[config.mk]
export PLATFORM = sky130hd
export DESIGN_NAME = am2901_useq
export DESIGN_NICKNAME = d
export VERILOG_FILES = /design/src/rtl/am2901_useq_pkg.sv /design/src/rtl/am2901_useq_stack.sv /design/src/rtl/am2901_useq.sv
export SDC_FILE = /design/constraint.sdc
export NUM_CORES = 1
export LEC_CHECK = 0
export CORE_MARGIN = 4
export CORE_UTILIZATION = 50
export DETAILED_ROUTE_END_ITERATION = 10
export PLACE_DENSITY = 0.85
export SYNTH_ARGS = -nofsm -noshare
export SYNTH_HDL_FRONTEND = slang
export SYNTH_SLANG_ARGS = --single-unit
[constraint.sdc]
create_clock -name clk -period 5.65 [get_ports clk]
set_clock_uncertainty 0.05 [all_clocks]
set_input_delay 1.4125 -clock clk [delete_from_list [all_inputs] [get_ports clk]]
set_output_delay 1.4125 -clock clk [all_outputs]
set_load 0.02 [all_outputs]
[src/rtl/am2901_useq_pkg.sv]
// Shared definitions for the Am2901 microprogram sequencer: op codes,
// microword field offsets, the datapath NOP opcode and the FSM encoding.
package am2901_useq_pkg;

    localparam logic [3:0] OP_CONT = 4'd0;
    localparam logic [3:0] OP_JUMP = 4'd1;
    localparam logic [3:0] OP_JZ   = 4'd2;
    localparam logic [3:0] OP_JNZ  = 4'd3;
    localparam logic [3:0] OP_JC   = 4'd4;
    localparam logic [3:0] OP_JOV  = 4'd5;
    localparam logic [3:0] OP_CALL = 4'd6;
    localparam logic [3:0] OP_RET  = 4'd7;
    localparam logic [3:0] OP_LDCT = 4'd8;
    localparam logic [3:0] OP_RPCT = 4'd9;
    localparam logic [3:0] OP_HALT = 4'd10;

    localparam int I_LSB   = 0;
    localparam int A_LSB   = 9;
    localparam int B_LSB   = 13;
    localparam int D_LSB   = 17;
    localparam int CIN_BIT = 21;
    localparam int OE_BIT  = 22;
    localparam int OP_LSB  = 23;
    localparam int BR_LSB  = 27;

    // ALU source/function with destination "no register, no Q write"
    localparam logic [8:0] I_NOP = 9'b001_000_000;

    typedef enum logic [1:0] {
        ST_IDLE,
        ST_FETCH,
        ST_EXEC,
        ST_DONE
    } state_t;

endpackage

[src/rtl/am2901_useq_stack.sv]
// Return-address LIFO for the sequencer: STK_D entries of UA_W bits.
// Overflow/underflow are refused here and reported to the caller via full/empty.
module useq_stack #(
    parameter int UA_W  = 6,
    parameter int STK_D = 4
) (
    input  logic            clk,
    input  logic            rst_n,
    input  logic            push,
    input  logic            pop,
    input  logic            flush,
    input  logic [UA_W-1:0] din,
    output logic [UA_W-1:0] top,
    output logic            full,
    output logic            empty
);

    localparam int SP_W  = $clog2(STK_D + 1);
    localparam int IDX_W = (STK_D > 1) ? $clog2(STK_D) : 1;

    logic [UA_W-1:0] mem [STK_D];
    logic [SP_W-1:0] sp;
    logic [IDX_W-1:0] top_idx;

    assign full    = (sp == SP_W'(STK_D));
    assign empty   = (sp == '0);
    assign top_idx = IDX_W'(sp - SP_W'(1));
    assign top     = mem[top_idx];

    // Stack pointer: flush and reset both empty the stack
    always_ff @(posedge clk) begin
        if (!rst_n || flush) begin
            sp <= '0;
        end else if (push && !full) begin
            sp <= sp + SP_W'(1);
        end else if (pop && !empty) begin
            sp <= sp - SP_W'(1);
        end
    end

    // Entry storage: written on an accepted push only
    always_ff @(posedge clk) begin
        if (push && !full && !flush) begin
            mem[IDX_W'(sp)] <= din;
        end
    end

endmodule

[src/rtl/am2901_useq.sv]
// Am2910-lite microprogram sequencer: fetches microwords from a synchronous
// micro-ROM, issues the Am2901 datapath fields and computes the next address.
module am2901_useq
    import am2901_useq_pkg::*;
#(
    parameter int UA_W   = 6,
    parameter int CNT_W  = 8,
    parameter int STK_D  = 4,
    parameter int WORD_W = 27 + UA_W
) (
    input  logic              clk,
    input  logic              rst_n,
    input  logic              start,
    input  logic [UA_W-1:0]   start_addr,
    input  logic              abort,
    output logic              busy,
    output logic              done,
    output logic              err,
    output logic [UA_W-1:0]   uaddr,
    input  logic [WORD_W-1:0] uword,
    output logic [8:0]        i,
    output logic [3:0]        a,
    output logic [3:0]        b,
    output logic [3:0]        d,
    output logic              cin,
    output logic              oe,
    input  logic              z,
    input  logic              ovr,
    input  logic              c4
);

    state_t          state;
    logic [UA_W-1:0] upc;
    logic [CNT_W-1:0] cnt;

    logic [3:0]      op;
    logic [UA_W-1:0] br;
    logic [UA_W-1:0] nxt;
    logic            fault;
    logic            halt;
    logic            push_req;
    logic            pop_req;
    logic            in_exec;
    logic            start_ok;
    logic [UA_W-1:0] stk_top;
    logic            stk_full;
    logic            stk_empty;

    assign op       = uword[OP_LSB +: 4];
    assign br       = uword[BR_LSB +: UA_W];
    assign in_exec  = (state == ST_EXEC) && !abort;
    assign start_ok = (state == ST_IDLE) && start && !abort;
    assign busy     = (state == ST_FETCH) || (state == ST_EXEC);
    assign done     = (state == ST_DONE);

    // A stale return stack must not leak into a new program, so it is also
    // emptied whenever a start is accepted.
    useq_stack #(
        .UA_W  (UA_W),
        .STK_D (STK_D)
    ) u_stack (
        .clk   (clk),
        .rst_n (rst_n),
        .push  (in_exec && push_req),
        .pop   (in_exec && pop_req),
        .flush (abort || start_ok),
        .din   (upc + UA_W'(1)),
        .top   (stk_top),
        .full  (stk_full),
        .empty (stk_empty)
    );

    // Next-address selection and fault/halt decode for the current microword
    always_comb begin
        nxt      = upc + UA_W'(1);
        fault    = 1'b0;
        halt     = 1'b0;
        push_req = 1'b0;
        pop_req  = 1'b0;
        case (op)
            OP_CONT, OP_LDCT: ;
            OP_JUMP: nxt = br;
            OP_JZ:   if (z)    nxt = br;
            OP_JNZ:  if (!z)   nxt = br;
            OP_JC:   if (c4)   nxt = br;
            OP_JOV:  if (ovr)  nxt = br;
            OP_CALL: begin
                if (stk_full) begin
                    fault = 1'b1;
                end else begin
                    push_req = 1'b1;
                    nxt      = br;
                end
            end
            OP_RET: begin
                if (stk_empty) begin
                    fault = 1'b1;
                end else begin
                    pop_req = 1'b1;
                    nxt     = stk_top;
                end
            end
            OP_RPCT: if (cnt != '0) nxt = br;
            OP_HALT: halt = 1'b1;
            default: fault = 1'b1;
        endcase
    end

    // ROM address and datapath fields; NOP everywhere except a live EXEC cycle
    always_comb begin
        uaddr = '0;
        i     = I_NOP;
        a     = '0;
        b     = '0;
        d     = '0;
        cin   = 1'b0;
        oe    = 1'b0;
        if (!abort) begin
            case (state)
                ST_IDLE:  if (start) uaddr = start_addr;
                ST_FETCH: uaddr = upc;
                ST_EXEC: begin
                    uaddr = nxt;
                    i     = uword[I_LSB +: 9];
                    a     = uword[A_LSB +: 4];
                    b     = uword[B_LSB +: 4];
                    d     = uword[D_LSB +: 4];
                    cin   = uword[CIN_BIT];
                    oe    = uword[OE_BIT];
                end
                default: ;
            endcase
        end
    end

    // Sequencer state machine; abort overrides everything except reset
    always_ff @(posedge clk) begin
        if (!rst_n) begin
            state <= ST_IDLE;
            upc   <= '0;
            cnt   <= '0;
            err   <= 1'b0;
        end else if (abort) begin
            state <= ST_IDLE;
        end else begin
            case (state)
                ST_IDLE: begin
                    if (start) begin
                        upc   <= start_addr;
                        err   <= 1'b0;
                        state <= ST_FETCH;
                    end
                end
                ST_FETCH: state <= ST_EXEC;
                ST_EXEC: begin
                    upc <= nxt;
                    if (op == OP_LDCT) begin
                        cnt <= CNT_W'(br);
                    end else if (op == OP_RPCT && cnt != '0) begin
                        cnt <= cnt - CNT_W'(1);
                    end
                    if (fault) begin
                        err   <= 1'b1;
                        state <= ST_DONE;
                    end else if (halt) begin
                        state <= ST_DONE;
                    end
                end
                ST_DONE: state <= ST_IDLE;
                default: state <= ST_IDLE;
            endcase
        end
    end

endmodule

==> flow_metrics.env, run 1 <==
export IMPL_path_cells="clkdlybuf4s50_1, nand4bb_1, nor3_4, nor4b_4, nand2_2, nand2_1, a311oi_1, clkdlybuf4s50_1"
export IMPL_clk_insertion_delay_late_ps=300
export IMPL_vias=2554
export IMPL_timing_hold_violations_final=0
export IMPL_cts_repair_resize_count=0
export IMPL_maxCapViolCount=0
export IMPL_final_area_mm2=0.00377
export IMPL_crit_type="in2out"
export IMPL_hold_buffers=0
export IMPL_powerDensity_mw_per_mm2=191
export IMPL_edff_count_synth=24
export IMPL_totalWireLength_um=7370
export IMPL_cp_slowest_cell="clkdlybuf4s50_1"
export IMPL_gp_routability_congestion=0.932
export IMPL_cts_reportedPaths_clkPinSlew_ps=80
export IMPL_postSynthNetCount=351
export IMPL_post_layout_nonfiller_instances=440
export IMPL_drive_gt1_share_pct=8.97
export IMPL_port_buffer_count=77
export IMPL_worst_max_slew_margin_expressed_relative_to_the_limit_pct=33.1
export IMPL_ir_drop_mv=0.149
export IMPL_drt_vias_per_instance=5.80
export IMPL_cp_start_kind="input pin"
export IMPL_flow_area_growth_from_synthesis_pct=32.3
export IMPL_synth_ff_latch_count=44
export IMPL_grt_first_pass_wirelength_um=12000
export IMPL_yosysWarnings=0
export IMPL_grt_util_all_layers_pct=21.4
export IMPL_netlist_instances=294
export IMPL_ff_latch_area_mm2=0.00112
export IMPL_cts_htree_levels=2
export IMPL_timing_critical_path_required_ps=4190
export IMPL_unrepaired_setup_endpoints_after_global_routing="false"
export IMPL_cellLeakagePower_uw=0.00133
export IMPL_clkSinkCount=44
export IMPL_crit_path_end_kind="output pin"
export IMPL_first_global_vias=2472
export IMPL_post_cts_buffers=0
export IMPL_hp_class="reg2reg"
export IMPL_routedWlPerCell_um=16.8
export IMPL_synth_yosys_seq_area_share_pct=39.3
export IMPL_critical_path_max_stage_delay_ps=670
export IMPL_yosys_area_top_type="edfxtp_1"
export IMPL_netlist_top_cells_count="and2_1, edfxtp_1, dfxtp_1"
export IMPL_fp_coreArea_mm2=0.00551
export IMPL_cts_max_path_buffers=2
export IMPL_drcViolationCount=0
export IMPL_place_area_mm2=0.00366
export IMPL_synth_distinct_cells=60
export IMPL_library_cell_with_the_highest_instance_count_after_synthesis="and2_1"
export IMPL_tritoncts="yes"
export IMPL_synthesis_area_mm2=0.00285
export IMPL_status="finished clean"
export IMPL_die_area_mm2=0.00698
export IMPL_post_layout_min_period_ps=5420
export IMPL_synth_flop_cell="edfxtp_1"
export IMPL_worst_slew_pin_transition_ps=996
export IMPL_final_net_count=424
export IMPL_crit_path_max_fanout=12
export IMPL_dp_cells=432
export IMPL_initial_utilization_pct=51.8
export IMPL_chipHeight_um=83.5
export IMPL_grt_overflow=0
export IMPL_final_period_utilization_pct=95.9
export IMPL_report_final_setup_viol=0
export IMPL_timing_critical_path_mode_cell="clkdlybuf4s50_1"
export IMPL_die_width_um=83.5
export IMPL_final_fill_count=435
export IMPL_first_pass_iters=6
export IMPL_synth_top_cells_by_area="edfxtp_1, dfxtp_1, and2_1"
export IMPL_synth_avg_cell_area_um2=9.70
export IMPL_area_share_of_the_largest_cell_type_after_synthesis_pct=25.3
export IMPL_timing_critical_path_buf_inv=2
export IMPL_n_antenna_cell=0
export IMPL_path_delay_family="buffers and inverters"
export IMPL_row_count=27
export IMPL_max_freq_ghz=0.185
export IMPL_arrival_ps=3950
export IMPL_grt_max_degree=24
export IMPL_final_util_pct=68.5
export IMPL_top_level_port_count=78
export IMPL_tns_ps=0
export IMPL_synthArstFlopShare_pct=0
export IMPL_antenna_violations_before_repair=0
export IMPL_final_antenna_net_count=0
export IMPL_multi_input_comb_area_mm2=0.00159
export IMPL_timing_max_transition_violations_final=0
export IMPL_cts_buffers=5
export IMPL_cts_root_buf="clkbuf_8"
export IMPL_detail_route_iter0_violations=222
export IMPL_dp_final_hpwl_um=5520
==> routing by layer <==
| metal | vias to the layer above | track usage, % | wire length [µm] |
|---|---|---|---|
| li1 | 1211 | - | - |
| met1 | 1188 | 27.7 | 3110 |
| met2 | 137 | 36.2 | 3520 |
| met3 | 18 | 4.05 | 566 |
| met4 | 0 | 7.02 | 177 |
| met5 | - | 0 | 0 |
==> registers in the layout (all words and copies together) (netlist names) <==
signal	flops
u_stack.mem	24
cnt	8
upc	6
u_stack.sp	3
state	2
err	1
==> through the flow <==
step | total power [µW] | worst slack (ps) | hold slack, ps
after floorplan | 417 | 1270 | 420
after global placement | 472 | 359 | 452
after detailed placement | 475 | 298 | 462
after CTS | 721 | 278 | 473
after global routing | 746 | 66.4 | 493
final | 719 | 234 | 476
==> cell usage in the layout (no fill, tap or decap), types with 6 or more instances in the layout <==
cell             instances
nor3_1                   7
edfxtp_1                24
nand2b_1                 8
clkdlybuf4s50_1         77
o21ai_0                 10
and2_1                  28
nand2_1                 18
o21ai_1                  7
mux4_2                   6
nor2b_1                 12
nor2_1                  17
dfxtp_1                 20
ha_1                    11
a22oi_1                  8
a21oi_1                 14
inv_1                   15
nand3_1                  6
a31oi_1                  6
==> tightest hold or removal path, stage by stage, from the launching register on <==
cell and delay, ps:
dfxtp_1 340, inv_1 90, a21oi_1 60
==> where the power goes <==
group          total (µW)  leakage (µW)  switching, µW  internal, µW
Clock                 249     0.0000548            116           133
Sequential            350      0.000381           6.14           344
Combinational         120      0.000892           58.8          61.2
Total                 719       0.00133            181           539
==> final cells by class <==
class	count	area share [%]
clock buffers	5	1.82
clock inverters	3	1.23
flip-flops and latches	44	29.7
well taps	72	2.39
inverters	15	1.49
repair buffers	81	21.2
multi-input cells	220	42.1
==> cell families after synthesis <==
group                    count (synthesis)  synth area share, %
AO/OA/AOI/OAI                           69                 16.7
XOR/XNOR                                10                 3.07
adder cells (fa/ha/maj)                 11                 4.83
buffers and inverters                   30                 5.00
flip-flops                              44                 39.3
multiplexers                             8                 5.48
AND/OR/NAND/NOR                        122                 25.6
==> final timing paths <==
kind / start / endpoint / depth (start not counted) / slack [ps]
setup / recovery: uword[24] / uaddr[4] / 8 / 230
hold reg to reg: cnt[0] / cnt[0] / 2 / 480
setup reg to reg: u_stack.sp[0] / u_stack.mem[0][5] / 6 / 2850
hold / removal: cnt[0] / cnt[0] / 2 / 480
(Power assumes the default switching activity.)
==> run 2: changes to the inputs <==
==> constraint.sdc (replaced) <==
create_clock -name clk -period 6.8 [get_ports clk]
set_clock_uncertainty 0.05 [all_clocks]
set_input_delay 1.7 -clock clk [delete_from_list [all_inputs] [get_ports clk]]
set_output_delay 1.7 -clock clk [all_outputs]
set_load 0.02 [all_outputs]
==> flow_metrics.env, run 2 (synthesis results as in run 1) <==
export IMPL_status="finished clean"
export IMPL_maxCapViolCount=0
export IMPL_top_library_cells_by_usage_in_the_layout_fill_and_taps_aside="clkdlybuf4s50_1, and2_1, edfxtp_1"
export IMPL_totalWireLength_um=7590
export IMPL_commonest_non_fill_non_tap_cell_in_the_layout="clkdlybuf4s50_1"
export IMPL_largest_reg_flops=24
export IMPL_cts_root_buf="clkbuf_8"
export IMPL_cts_reportedPaths_clkPinSlew_ps=90
export IMPL_cp_slowest_cell="clkdlybuf4s50_1"
export IMPL_crit_type="in2out"
export IMPL_worst_max_slew_margin_expressed_relative_to_the_limit_pct=32.6
export IMPL_timing_hold_violations_final=0
export IMPL_grt_overflow=0
export IMPL_drcViolationCount=0
export IMPL_reg_top3="u_stack.mem x24, cnt x8, upc x6"
export IMPL_worst_r2r_startpoint="u_stack.sp[0]"
export IMPL_critical_path_max_stage_delay_ps=750
export IMPL_timing_critical_path_required_ps=5050
export IMPL_cellLeakagePower_uw=0.00132
export IMPL_drive_gt1_share_pct=8.47
export IMPL_cp_startpoint="uword[23]"
export IMPL_crit_path_end_kind="output pin"
export IMPL_max_freq_ghz=0.166
export IMPL_detail_route_iter0_violations=234
export IMPL_timing_max_transition_violations_final=0
export IMPL_chipHeight_um=83.5
export IMPL_registers_top_by_ff_count="u_stack.mem"
export IMPL_worst_hold_slack_ps=472
export IMPL_cts_max_path_buffers=2
export IMPL_arrival_ps=4270
export IMPL_hold_buffers=0
export IMPL_holdCritStartpoint="cnt[0]"
export IMPL_final_net_count=422
export IMPL_first_global_vias=2601
export IMPL_cts_repair_resize_count=0
export IMPL_crit_path_max_fanout=15
export IMPL_worst_slew_pin_transition_ps=1000
export IMPL_cts_htree_levels=2
export IMPL_cp_start_kind="input pin"
export IMPL_die_area_mm2=0.00698
export IMPL_grt_max_degree=24
export IMPL_unrepaired_setup_endpoints_after_global_routing="false"
export IMPL_powerDensity_mw_per_mm2=161
export IMPL_top_level_port_count=78
export IMPL_routedWlPerCell_um=17.3
export IMPL_die_width_um=83.5
export IMPL_report_final_setup_viol=0
export IMPL_n_antenna_cell=0
export IMPL_total_power_uw=603
export IMPL_final_antenna_net_count=0
export IMPL_tritoncts="yes"
export IMPL_tns_ps=0
export IMPL_gp_routability_congestion=0.919
export IMPL_final_fill_count=416
export IMPL_clkSinkCount=44
export IMPL_post_layout_min_period_ps=6020
export IMPL_timing_critical_path_mode_cell="clkdlybuf4s50_1"
export IMPL_flow_area_growth_from_synthesis_pct=31.7
export IMPL_hp_class="reg2reg"
export IMPL_dp_final_hpwl_um=5720
export IMPL_port_buffer_count=77
export IMPL_fp_coreArea_mm2=0.00551
export IMPL_drt_vias_per_instance=5.84
export IMPL_first_pass_iters=5
export IMPL_row_count=27
export IMPL_vias=2557
export IMPL_initial_utilization_pct=51.8
export IMPL_clk_insertion_delay_late_ps=310
export IMPL_ir_drop_mv=0.123
export IMPL_grt_first_pass_wirelength_um=12100
export IMPL_grt_util_all_layers_pct=21.4
export IMPL_post_cts_buffers=0
export IMPL_antenna_violations_before_repair=0
export IMPL_cts_buffers=5
export IMPL_path_cells="clkdlybuf4s50_1, nand4bb_1, o21bai_4, and3_1, o211ai_1, o21ai_1, a21oi_1, clkdlybuf4s50_1"
export IMPL_final_period_utilization_pct=88.6
## run 2: cell types whose count changed in the layout (fill, tap and decap cells not counted)
cell   previous run  this run
buf_4             4         2
## run 2: layout make-up
class	instances	area (µm²)	share of cell area [%]
Clock buffer	5	68.8	1.83
Clock inverter	3	46.3	1.23
Inverter	15	56.3	1.50
Multi-Input combinational cell	220	1590	42.3
Sequential cell	44	1120	29.8
Tap cell	72	90.1	2.40
Timing Repair Buffer	79	786	20.9
## run 2: layer usage
layer | up-vias | global-route usage (%) | wire [µm]
met4 | 0 | 8.19 | 157
met5 | - | 0 | 0
met1 | 1206 | 26.3 | 3160
met2 | 130 | 36.6 | 3710
li1 | 1204 | - | -
met3 | 17 | 4.94 | 571
## run 2: worst paths after layout
path	to	slack (ps)	depth (start not counted)
max	uaddr[2]	780	8
min	cnt[0]	470	2
max reg2reg	u_stack.mem[0][4]	4090	6
min reg2reg	cnt[0]	470	2
## run 2: critical path, delay by kind of cell
| family | cells | cell delay [ps] |
|---|---|---|
| buffers and inverters | 2 | 1380 |
| AOI/OAI and AO/OA | 4 | 760 |
| and+or+nand+nor | 2 | 420 |
## run 2: power breakdown
group | internal, µW | leakage (µW) | total, µW | switching (µW)
Clock | 111 | 0.0000548 | 213 | 102
Sequential | 286 | 0.000381 | 291 | 5.47
Combinational | 50.0 | 0.000883 | 98.6 | 48.6
## run 2: per-stage QoR
stage | instances | cell area, µm² | worst slack (ps) | utilization [%]
3_5_place_dp | 430 | 3640 | 835 | 66.1
3_3_place_gp | 430 | 3640 | 861 | 66.1
4_1_cts | 438 | 3760 | 808 | 68.2
6_report | 438 | 3760 | 777 | 68.2
5_1_grt | 438 | 3760 | 615 | 68.2
2_1_floorplan | 294 | 2850 | 1840 | -
